==> config.mk <==
export PLATFORM = sky130hd
export DESIGN_NAME = nios_system_hw_to_sw
export DESIGN_NICKNAME = d
export VERILOG_FILES = /design/src/rtl/nios_pio_pkg.sv /design/src/rtl/nios_pio_edge_detect.sv /design/src/rtl/nios_system_hw_to_sw.sv
export SDC_FILE = /design/constraint.sdc
export NUM_CORES = 1
export LEC_CHECK = 0
export BUFFER_PORTS_ARGS = -buffer_cell sky130_fd_sc_hd__buf_2
export CORE_MARGIN = 2
export CORE_UTILIZATION = 36
export DETAILED_ROUTE_END_ITERATION = 10
export PLACE_DENSITY = 0.78
export SLEW_MARGIN = 40
export SYNTH_ARGS = -nofsm -noshare
export SYNTH_HDL_FRONTEND = slang
export SYNTH_SLANG_ARGS = --single-unit
==> constraint.sdc <==
create_clock -name clk -period 1.05 [get_ports clk]
set_input_delay 0.0525 -clock clk [delete_from_list [all_inputs] [get_ports clk]]
set_output_delay 0.0525 -clock clk [all_outputs]
set_load 0.01 [all_outputs]
==> src/rtl/nios_pio_pkg.sv <==
// Shared definitions for the Nios PIO-style slaves: register word addresses
// and the edge-type selector used by the edge-capture logic.
package nios_pio_pkg;

  typedef enum int unsigned {
    EDGE_RISING  = 0,
    EDGE_FALLING = 1,
    EDGE_ANY     = 2
  } edge_type_e;

  localparam logic [1:0] PIO_ADDR_DATA    = 2'd0;
  localparam logic [1:0] PIO_ADDR_RSVD    = 2'd1;
  localparam logic [1:0] PIO_ADDR_IRQMASK = 2'd2;
  localparam logic [1:0] PIO_ADDR_EDGECAP = 2'd3;

  localparam int unsigned PIO_DATA_W = 32;

endpackage

==> src/rtl/nios_pio_edge_detect.sv <==
// Input sampling chain and per-bit edge detector for the hw-to-sw port.
// HW_TO_SW_SYNC_EN adds a metastability flop ahead of the sampled value.
module nios_pio_edge_detect
  import nios_pio_pkg::*;
#(
  parameter int unsigned WIDTH     = 3,
  parameter edge_type_e  EDGE_TYPE = EDGE_RISING
) (
  input  logic             clk,
  input  logic             reset,
  input  logic [WIDTH-1:0] in_port,
  output logic [WIDTH-1:0] s,
  output logic [WIDTH-1:0] edge_pulse
);

  logic [WIDTH-1:0] samp_q, samp_d;
  logic [WIDTH-1:0] samp_dly_q, samp_dly_d;

`ifdef HW_TO_SW_SYNC_EN
  logic [WIDTH-1:0] meta_q, meta_d;

  always_comb begin
    meta_d = in_port;
    samp_d = meta_q;
  end

  always_ff @(posedge clk or posedge reset) begin
    if (reset) begin
      meta_q <= '0;
    end else begin
      meta_q <= meta_d;
    end
  end
`else
  always_comb begin
    samp_d = in_port;
  end
`endif

  always_comb begin
    samp_dly_d = samp_q;
  end

  always_ff @(posedge clk or posedge reset) begin
    if (reset) begin
      samp_q     <= '0;
      samp_dly_q <= '0;
    end else begin
      samp_q     <= samp_d;
      samp_dly_q <= samp_dly_d;
    end
  end

  always_comb begin
    s = samp_q;
    case (EDGE_TYPE)
      EDGE_FALLING: edge_pulse = ~samp_q & samp_dly_q;
      EDGE_ANY:     edge_pulse = samp_q ^ samp_dly_q;
      default:      edge_pulse = samp_q & ~samp_dly_q;
    endcase
  end

endmodule

==> src/rtl/nios_system_hw_to_sw.sv <==
// Avalon-MM input port: DATA / IRQMASK / EDGECAP register window with a
// maskable level irq. Build option: HW_TO_SW_SYNC_EN (input synchronizer).
module nios_system_hw_to_sw
  import nios_pio_pkg::*;
#(
  parameter int unsigned WIDTH     = 3,
  parameter int unsigned EDGE_TYPE = 0
) (
  input  logic             clk,
  input  logic             reset,
  input  logic [1:0]       address,
  input  logic             chipselect,
  input  logic             write_n,
  input  logic [31:0]      writedata,
  output logic [31:0]      readdata,
  input  logic [WIDTH-1:0] in_port,
  output logic             irq
);

  if (WIDTH < 1 || WIDTH > PIO_DATA_W) begin : g_bad_width
    $error("nios_system_hw_to_sw: WIDTH must be 1..32");
  end
  if (EDGE_TYPE > 2) begin : g_bad_edge
    $error("nios_system_hw_to_sw: EDGE_TYPE must be 0..2");
  end

  logic [WIDTH-1:0] s;
  logic [WIDTH-1:0] edge_pulse;

  logic             wr_en;
  logic [WIDTH-1:0] wr_data;
  logic [WIDTH-1:0] edgecap_clr;

  logic [WIDTH-1:0] irqmask_q, irqmask_d;
  logic [WIDTH-1:0] edgecap_q, edgecap_d;
  logic [31:0]      readdata_q, readdata_d;

  nios_pio_edge_detect #(
    .WIDTH     (WIDTH),
    .EDGE_TYPE (edge_type_e'(EDGE_TYPE))
  ) u_edge_detect (
    .clk        (clk),
    .reset      (reset),
    .in_port    (in_port),
    .s          (s),
    .edge_pulse (edge_pulse)
  );

  if (WIDTH < PIO_DATA_W) begin : g_wdata_hi
    logic unused_wdata_hi;
    assign unused_wdata_hi = ^writedata[PIO_DATA_W-1:WIDTH];
  end

  always_comb begin
    wr_en   = chipselect && !write_n;
    wr_data = writedata[WIDTH-1:0];

    irqmask_d = irqmask_q;
    if (wr_en && (address == PIO_ADDR_IRQMASK)) begin
      irqmask_d = wr_data;
    end

    edgecap_clr = '0;
    if (wr_en && (address == PIO_ADDR_EDGECAP)) begin
      edgecap_clr = wr_data;
    end
    // Set is OR'd after the clear so a coincident edge keeps its flag.
    edgecap_d = (edgecap_q & ~edgecap_clr) | edge_pulse;

    readdata_d = '0;
    case (address)
      PIO_ADDR_DATA:    readdata_d[WIDTH-1:0] = s;
      PIO_ADDR_IRQMASK: readdata_d[WIDTH-1:0] = irqmask_q;
      PIO_ADDR_EDGECAP: readdata_d[WIDTH-1:0] = edgecap_q;
      default:          readdata_d = '0;
    endcase
  end

  always_ff @(posedge clk or posedge reset) begin
    if (reset) begin
      irqmask_q  <= '0;
      edgecap_q  <= '0;
      readdata_q <= '0;
    end else begin
      irqmask_q  <= irqmask_d;
      edgecap_q  <= edgecap_d;
      readdata_q <= readdata_d;
    end
  end

  always_comb begin
    readdata = readdata_q;
    irq      = |(edgecap_q & irqmask_q);
  end

endmodule

# --- Yosys cells after proc, flatten, opt, wreduce, memory -nomap -nowiden ---
# Index checks and enable logic that the tools add are counted.
classes:
  eq_ne: 2
  mux: 2
  bitwise: 6
  reduce_logical: 6
op_table:
  columns: ["op", "count"]
  rows:
  - ["$and A3 B3 Y3", 3]
  - ["$pmux W3 S3", 1]
  - ["$not A3 Y3", 2]
  - ["$eq A2 B2 Y1 const B", 2]
  - ["$logic_and A1 B1 Y1", 3]
  - ["$mux W3", 1]
  - ["$or A3 B3 Y3", 1]
  - ["$reduce_or A3 Y1", 1]
  - ["$logic_not A2 Y1", 1]
  - ["$logic_not A1 Y1", 1]
totals:
  ff_bits: 15
  out_inout_bits: 33

# --- Depth between registers and ports, before layout ---
# Gate-level depths: netlist of run 1.
depth:
  ltp_word: 7
  mapped_depth: 3

# --- Modules after synthesis ---
# From an unflattened synthesis of run 1, not the netlist that was laid out.
hier_totals:
  hier_cells: 73
  area_unflattened_um2: 837.1
modules_own_cells:
  columns: ["module", "n_inst", "cells_per_inst", "area_per_inst_um2", "seq_area_each_um2"]
  rows:
  - ["nios_system_hw_to_sw", 1, 63, 641.9, 225.2]
  - ["nios_pio_edge_detect", 1, 10, 195.2, 150.1]

# --- Least setup slack after synthesis of run 1 ---
# Ideal clock, no wire load.
synth_timing:
  path_type: "register -> output"
  start: "register edgecap_q[1]"
  end: "output port irq"
  arrival_time_ns: 0.808
  t_required_ns: 0.998
  slack_ns: 0.190
  path_stages_with_launch: 3
  n_path_buf: 0
  path_cell_list: "dfrtp_1 a222oi_1 inv_1"
synth_between:
  elab_chain_len: 2
synth_rtl:
  columns: ["element", "line_no", "rtl"]
  rows:
  - ["from (decl)", "nios_system_hw_to_sw.sv:35", "logic [WIDTH-1:0] edgecap_q, edgecap_d;"]
  - ["from (signal assigned)", "nios_system_hw_to_sw.sv:86", "edgecap_q <= edgecap_d;"]
  - ["$and A3 B3 Y3", "nios_system_hw_to_sw.sv:93", "irq = |(edgecap_q & irqmask_q);"]
  - ["$reduce_or A3 Y1", "nios_system_hw_to_sw.sv:93", null]
  - ["to (decl)", "nios_system_hw_to_sw.sv:17", "output logic irq"]
# No other way between the ends.

# --- Final worst setup path of run 1 ---
# Same ends and word-level chain as after synthesis.

==> run_results.csv, run 1 <==
group,metric,value,unit
outcome,outcome,"finished, violations left",
outcome,violations,"negative setup slack",
cts,clkTransAtPathRegs,0.09,ns
sta,max_slew_margin,64.1,%
drt,vias,506,
synthesis,syn_area_per_cell,11.0,um2
floorplan,rows,17,
global_route,grt_overflow,0,
global_route,grt_pass1_wl,1.88,mm
global_route,grt_max_degree,16,
cts,clockRootBuffer,"clkbuf_4",
sta,min_period,1.27,ns
floorplan,dieArea,2690,um2
power,vdd_drop_max,793,uV
critical_path,crit_required,1.00,ns
critical_path,critical_path_buf_inv_count,2,
critical_path,reg2reg_slack,0.13,ns
synthesis,ys_types,14,
floorplan,ios,74,
synthesis,synth-seq-area-share,45.5,%
critical_path,r2r_end,"irqmask_q[1]",
min_path,whs_endpoint,"irqmask_q[2]",
placed_design,numPortBuffers,15,
critical_path,critPathMaxStageDelay,0.40,ns
critical_path,r2r_cells,2,
drt,drt_wl_total,1.23,mm
min_path,holdCritStartpoint,"writedata[2]",
synthesis,yosys.area.top_type,"dfrtp_1",
power,p_sw_share,27.8,%
global_route,first_global_vias,439,
synthesis,synth_seq_cells,15,
floorplan,die_x,51.9,um
sta,post-route-period-util,121,%
power,power.density,1370,nW/um2
critical_path,path_cells,"a222oi_1 > inv_1 > buf_2",
critical_path,critPathLaunchType,"flip-flop",
drt,post_drt_wl_per_cell,9.62,um
critical_path,cp_top_family,"flip-flops",
drt,drtAntennaViolNets,0,
run,cap_violations,0,
power,leakagePower,0.000499,uW
layout,nNetsFinal,142,
synthesis,synth_top_area_share,45.5,%
sta,timing.final.max_slew_violations,0,
floorplan,die_y,51.9,um
synthesis,synthCells,75,
floorplan,initial_core_util,37.6,%
drt,drt-vias-per-instance,3.95,
synthesis,yosys_warnings,0,
layout,final_core_util,41.4,%
sta,finClkSkew,0.00243,ns
cts,postCtsResizedCells,0,
critical_path,path_max_fanout,2,
critical_path,timing.rr.start,"irqmask_q[1]",
sta,finalSetupViolations,1,
cts,cts_tree,"done",
cts,cts_sinks,15,
sta,rsz0062_at_grt,"true",
drt,drc,0,
layout,drive_above_1_share,26.0,%
synthesis,synth_area,825,um2
sta,timing.fmax,786,MHz
power,pwr-share-comb,19.7,%
min_path,hp-class,"in -> reg",
layout,area_growth,10.0,%
drt,firstDrtPassIters,4,
cts,clk_latency,0.28,ns
power,power_frac_seq,53.7,%
sta,worst_slew_pin_slew,0.537,ns
power,clkPwrFrac,26.6,%
critical_path,critPathSlowestCell,"dfrtp_1",
drt,initialDrtViolationCount,3,
sta,layout_setup_ws,-0.222,ns
global_route,grt_antenna_before_repair,0,
placed_design,place_ws,0.0790,ns
critical_path,arrival,1.22,ns
cts,clock_path_buffers,2,
power,intPower,895,uW
layout,layout_common_cells,"conb_1 (29), dfrtp_1 (15), buf_2 (15)",
cts,htree_num_levels,1,
synthesis,synthTopCellsByArea,"dfrtp_1 (46%), buf_4 (26%), mux2_4 (5.5%)",
cts,cts_buffers,3,
critical_path,critPathCaptureType,"output port",
global_route,grt_usage,9.77,%
layout,final_common_cell,"conb_1",
min_path,holdPathStages,2,
critical_path,worstSetupPathType,"reg -> out",
placed_design,hpwlAfterDp,964,um
sta,holdWs,0.0177,ns
placed_design,place.gp.congestion,0.775,
floorplan,core,2190,um2
layout,antenna_cells,0,
sta,finalHoldViolCount,0,
power,switching_power,344,uW
final cells by class:
class | count | area, um2
fillers | 225 | 1280
flip-flops and latches | 15 | 375
multi-input cells | 50 | 295
repair buffers | 23 | 145
well taps | 28 | 35.0
inverters | 8 | 30.0
clock buffers | 4 | 26.3
metal layers:
| layer | GRT usage [%] | vias to the layer above | part of all wire, % |
|---|---|---|---|
| met5 | 0 | - | 0 |
| met4 | 5.26 | 0 | 0 |
| met3 | 1.72 | 0 | 8.4 |
| met2 | 17.5 | 34 | 53 |
| met1 | 10.8 | 235 | 39 |
| li1 | - | 237 | - |
cell usage after synthesis:
| cell type | number |
|---|---|
| nand2b_1 | 3 |
| buf_4 | 29 |
| nand3_1 | 3 |
| o221ai_1 | 3 |
| o21ai_0 | 3 |
| buf_6 | 1 |
| dfrtp_1 | 15 |
| mux2i_1 | 3 |
| and4bb_4 | 1 |
| inv_1 | 8 |
| a222oi_1 | 1 |
| and4b_1 | 1 |
| conb_1 | 1 |
| mux2_4 | 3 |
cells by family (layout without fill, tap and decap cells):
kind of cell / Yosys count / count (layout) / synth area share (%)
other: 1 / 29 / 0.455
buffers and inverters: 38 / 35 / 31.4
DFF: 15 / 15 / 45.5
AOI/OAI and AO/OA: 7 / 7 / 6.22
muxes: 6 / 6 / 9.10
and+or+nand+nor: 8 / 8 / 7.28
per-stage QoR:
step                      cells  area [um2]  total power, uW  setup TNS (ns)
after global routing        128         907             1300          -0.295
final                       128         907             1240          -0.222
after detailed placement    119         833              896               0
after CTS                   128         907             1240          -0.240
after floorplan             103         930              901               0
after global placement      119         833              885               0
sequential cells by signal (all words and copies together), names as in the netlist:
signal,count
edgecap_q,3
irqmask_q,3
readdata,3
u_edge_detect.s,3
u_edge_detect.samp_dly_q,3
timing repair:
action | in CTS | in global routing
endpoints found under the setup margin | 1 | 1
hold endpoints to repair | 18 | 0
hold buffers | 4 | 0
cloned | 0 | 0
setup buffers | 1 | 0
pin swaps | 1 | 1
how the worst max path moves through the flow:
stage / startpoint / slack [ns] / depth (start not counted) / end
after detailed placement: edgecap_q[1] / 0.08 / 3 / irq
after global routing: edgecap_q[1] / -0.30 / 3 / irq
after floorplan: edgecap_q[1] / 0.19 / 2 / irq
after CTS: irqmask_q[1] / -0.24 / 3 / irq
after global placement: edgecap_q[1] / 0.07 / 3 / irq
final: edgecap_q[1] / -0.22 / 3 / irq
power groups by stage:
stage                     clock network [uW]  registers (uW)  logic [uW]
final                                    330             665         244
after global routing                     359             670         272
after CTS                                336             664         245
after detailed placement                   0             677         219
after global placement                     0             673         212
after floorplan                            0             673         228
Note: power is estimated with default switching activity, not from simulation.
==> run 2: changes to the inputs <==
==> constraint.sdc (replaced) <==
create_clock -name clk -period 1.05 [get_ports clk]
set_input_delay 0.105 -clock clk [delete_from_list [all_inputs] [get_ports clk]]
set_output_delay 0.105 -clock clk [all_outputs]
set_load 0.01 [all_outputs]
==> run_results.csv, run 2 (synthesized netlist as in run 1, its figures left out) <==
group,metric,value,unit
outcome,outcome,"finished, violations left",
outcome,violations,"negative setup slack",
sta,tns,-0.270,ns
global_route,grt_max_degree,16,
drt,drt_wl_total,1.24,mm
floorplan,core,2190,um2
min_path,hp-class,"in -> reg",
cts,htree_num_levels,1,
drt,drt-vias-per-instance,3.95,
sta,timing.final.max_slew_violations,0,
global_route,grt_pass1_wl,2.00,mm
cts,cts_tree,"done",
power,leakagePower,0.000518,uW
cts,clkTransAtPathRegs,0.08,ns
floorplan,die_x,51.9,um
placed_design,hpwlAfterDp,923,um
power,switching_power,332,uW
sta,rsz0062_at_grt,"true",
placed_design,numPortBuffers,15,
placed_design,place.gp.congestion,0.789,
layout,regArea,375,um2
layout,layout_common_cells,"conb_1 (29), dfrtp_1 (15), buf_2 (15)",
power,pwr-share-comb,22.1,%
cts,postCtsResizedCells,0,
sta,layout_setup_ws,-0.270,ns
layout,multi_input_area,295,um2
cts,clock_path_buffers,2,
cts,clk_latency,0.27,ns
floorplan,die_y,51.9,um
critical_path,r2r_end,"irqmask_q[1]",
critical_path,critPathLaunchType,"flip-flop",
cts,clockRootBuffer,"clkbuf_4",
layout,antenna_cells,0,
critical_path,crit_end,"irq",
drt,drc,0,
floorplan,ios,74,
placed_design,place_ws,0.0289,ns
power,p_total,1250,uW
layout,area_growth,13.7,%
sta,min_period,1.32,ns
drt,drtAntennaViolNets,0,
floorplan,dieArea,2690,um2
sta,timing.fmax,758,MHz
critical_path,critPathCaptureType,"output port",
power,vdd_drop_max,895,uV
critical_path,arrival,1.21,ns
critical_path,r2r_cells,3,
floorplan,initial_core_util,37.6,%
drt,vias,522,
critical_path,crit_required,0.94,ns
layout,drive_above_1_share,28.8,%
sta,finalSetupViolations,1,
sta,post-route-period-util,126,%
drt,firstDrtPassIters,4,
global_route,grt_overflow,0,
drt,initialDrtViolationCount,7,
sta,finClkSkew,0.00332,ns
power,intPower,918,uW
min_path,holdCritStartpoint,"writedata[0]",
power,power.density,1330,nW/um2
cts,cts_sinks,15,
global_route,grt_antenna_before_repair,0,
sta,finalHoldViolCount,0,
layout,nNetsFinal,146,
cts,cts_buffers,3,
floorplan,rows,17,
critical_path,reg2reg_slack,0.02,ns
layout,num-fill-cells,222,
layout,final_core_util,42.8,%
critical_path,path_max_fanout,2,
power,power_frac_seq,52.8,%
run,cap_violations,0,
power,clkPwrFrac,25.1,%
critical_path,worstSetupPathType,"reg -> out",
critical_path,timing.rr.start,"irqmask_q[1]",
global_route,first_global_vias,495,
layout,final_cells,132,
placed_design,dpl.cell_count,123,
drt,post_drt_wl_per_cell,9.40,um
global_route,grt_usage,10.3,%
layout,final_common_cell,"conb_1",
critical_path,critPathLaunch,"edgecap_q[1]",
power,p_sw_share,26.6,%
run 2: cell count changes in the layout (fill, tap and decap cells not counted), sizes merged:
cell,change
buf,+4
run 2: layout make-up:
class                           instances  share of cell area, %
Tap cell                               28                   3.74
Timing Repair Buffer                   27                   18.7
Multi-Input combinational cell         50                   31.5
Clock buffer                            4                   2.80
Sequential cell                        15                   40.1
Inverter                                8                   3.20
run 2: repair_timing:
item                                    in CTS  in global routing
pin swaps                                    1                  1
setup buffers                                1                  0
hold endpoints to repair                    18                  0
hold buffers                                 4                  0
endpoints found under the setup margin       1                  2
run 2: metrics by stage:
| step | hold WS, ns | area [um2] |
|---|---|---|
| 2_1_floorplan | 0.00648 | 930 |
| 3_3_place_gp | 0.114 | 863 |
| 3_5_place_dp | 0.120 | 863 |
| 4_1_cts | 0.0564 | 937 |
| 5_1_grt | 0.0558 | 937 |
| 6_report | 0.0689 | 937 |
run 2: worst min path at each step:
stage / end / slack [ns] / cells past startpoint
floorplan: edgecap_q[0] / 0.006 / 1
global placement: readdata[0] / 0.11 / 3
detailed placement: readdata[0] / 0.12 / 3
CTS: irqmask_q[0] / 0.06 / 2
global route: irqmask_q[0] / 0.06 / 2
finish: irqmask_q[0] / 0.07 / 2
run 2: metal layers:
metal  routed length (um)  part of all wire, %  track usage [%]  vias up
met4                    6                 0.48             5.26        0
met3                   88                  7.1             1.72        2
met5                    0                    0                0        -
met1                  496                   40             11.8      241
li1                     -                    -                -      245
met2                  649                   52             18.1       34
run 2: critical path, stage by stage, from the launching register on:
cell	delay [ns]
dfrtp_1	0.40
a222oi_1	0.33
inv_1	0.08
buf_2	0.14
run 2: power groups by stage:
stage / clock network [uW] / registers, uW / logic (uW)
after floorplan: 0 / 673 / 228
after global placement: 0 / 668 / 245
after detailed placement: 0 / 670 / 251
after CTS: 335 / 659 / 278
after global routing: 365 / 667 / 307
final: 314 / 660 / 277
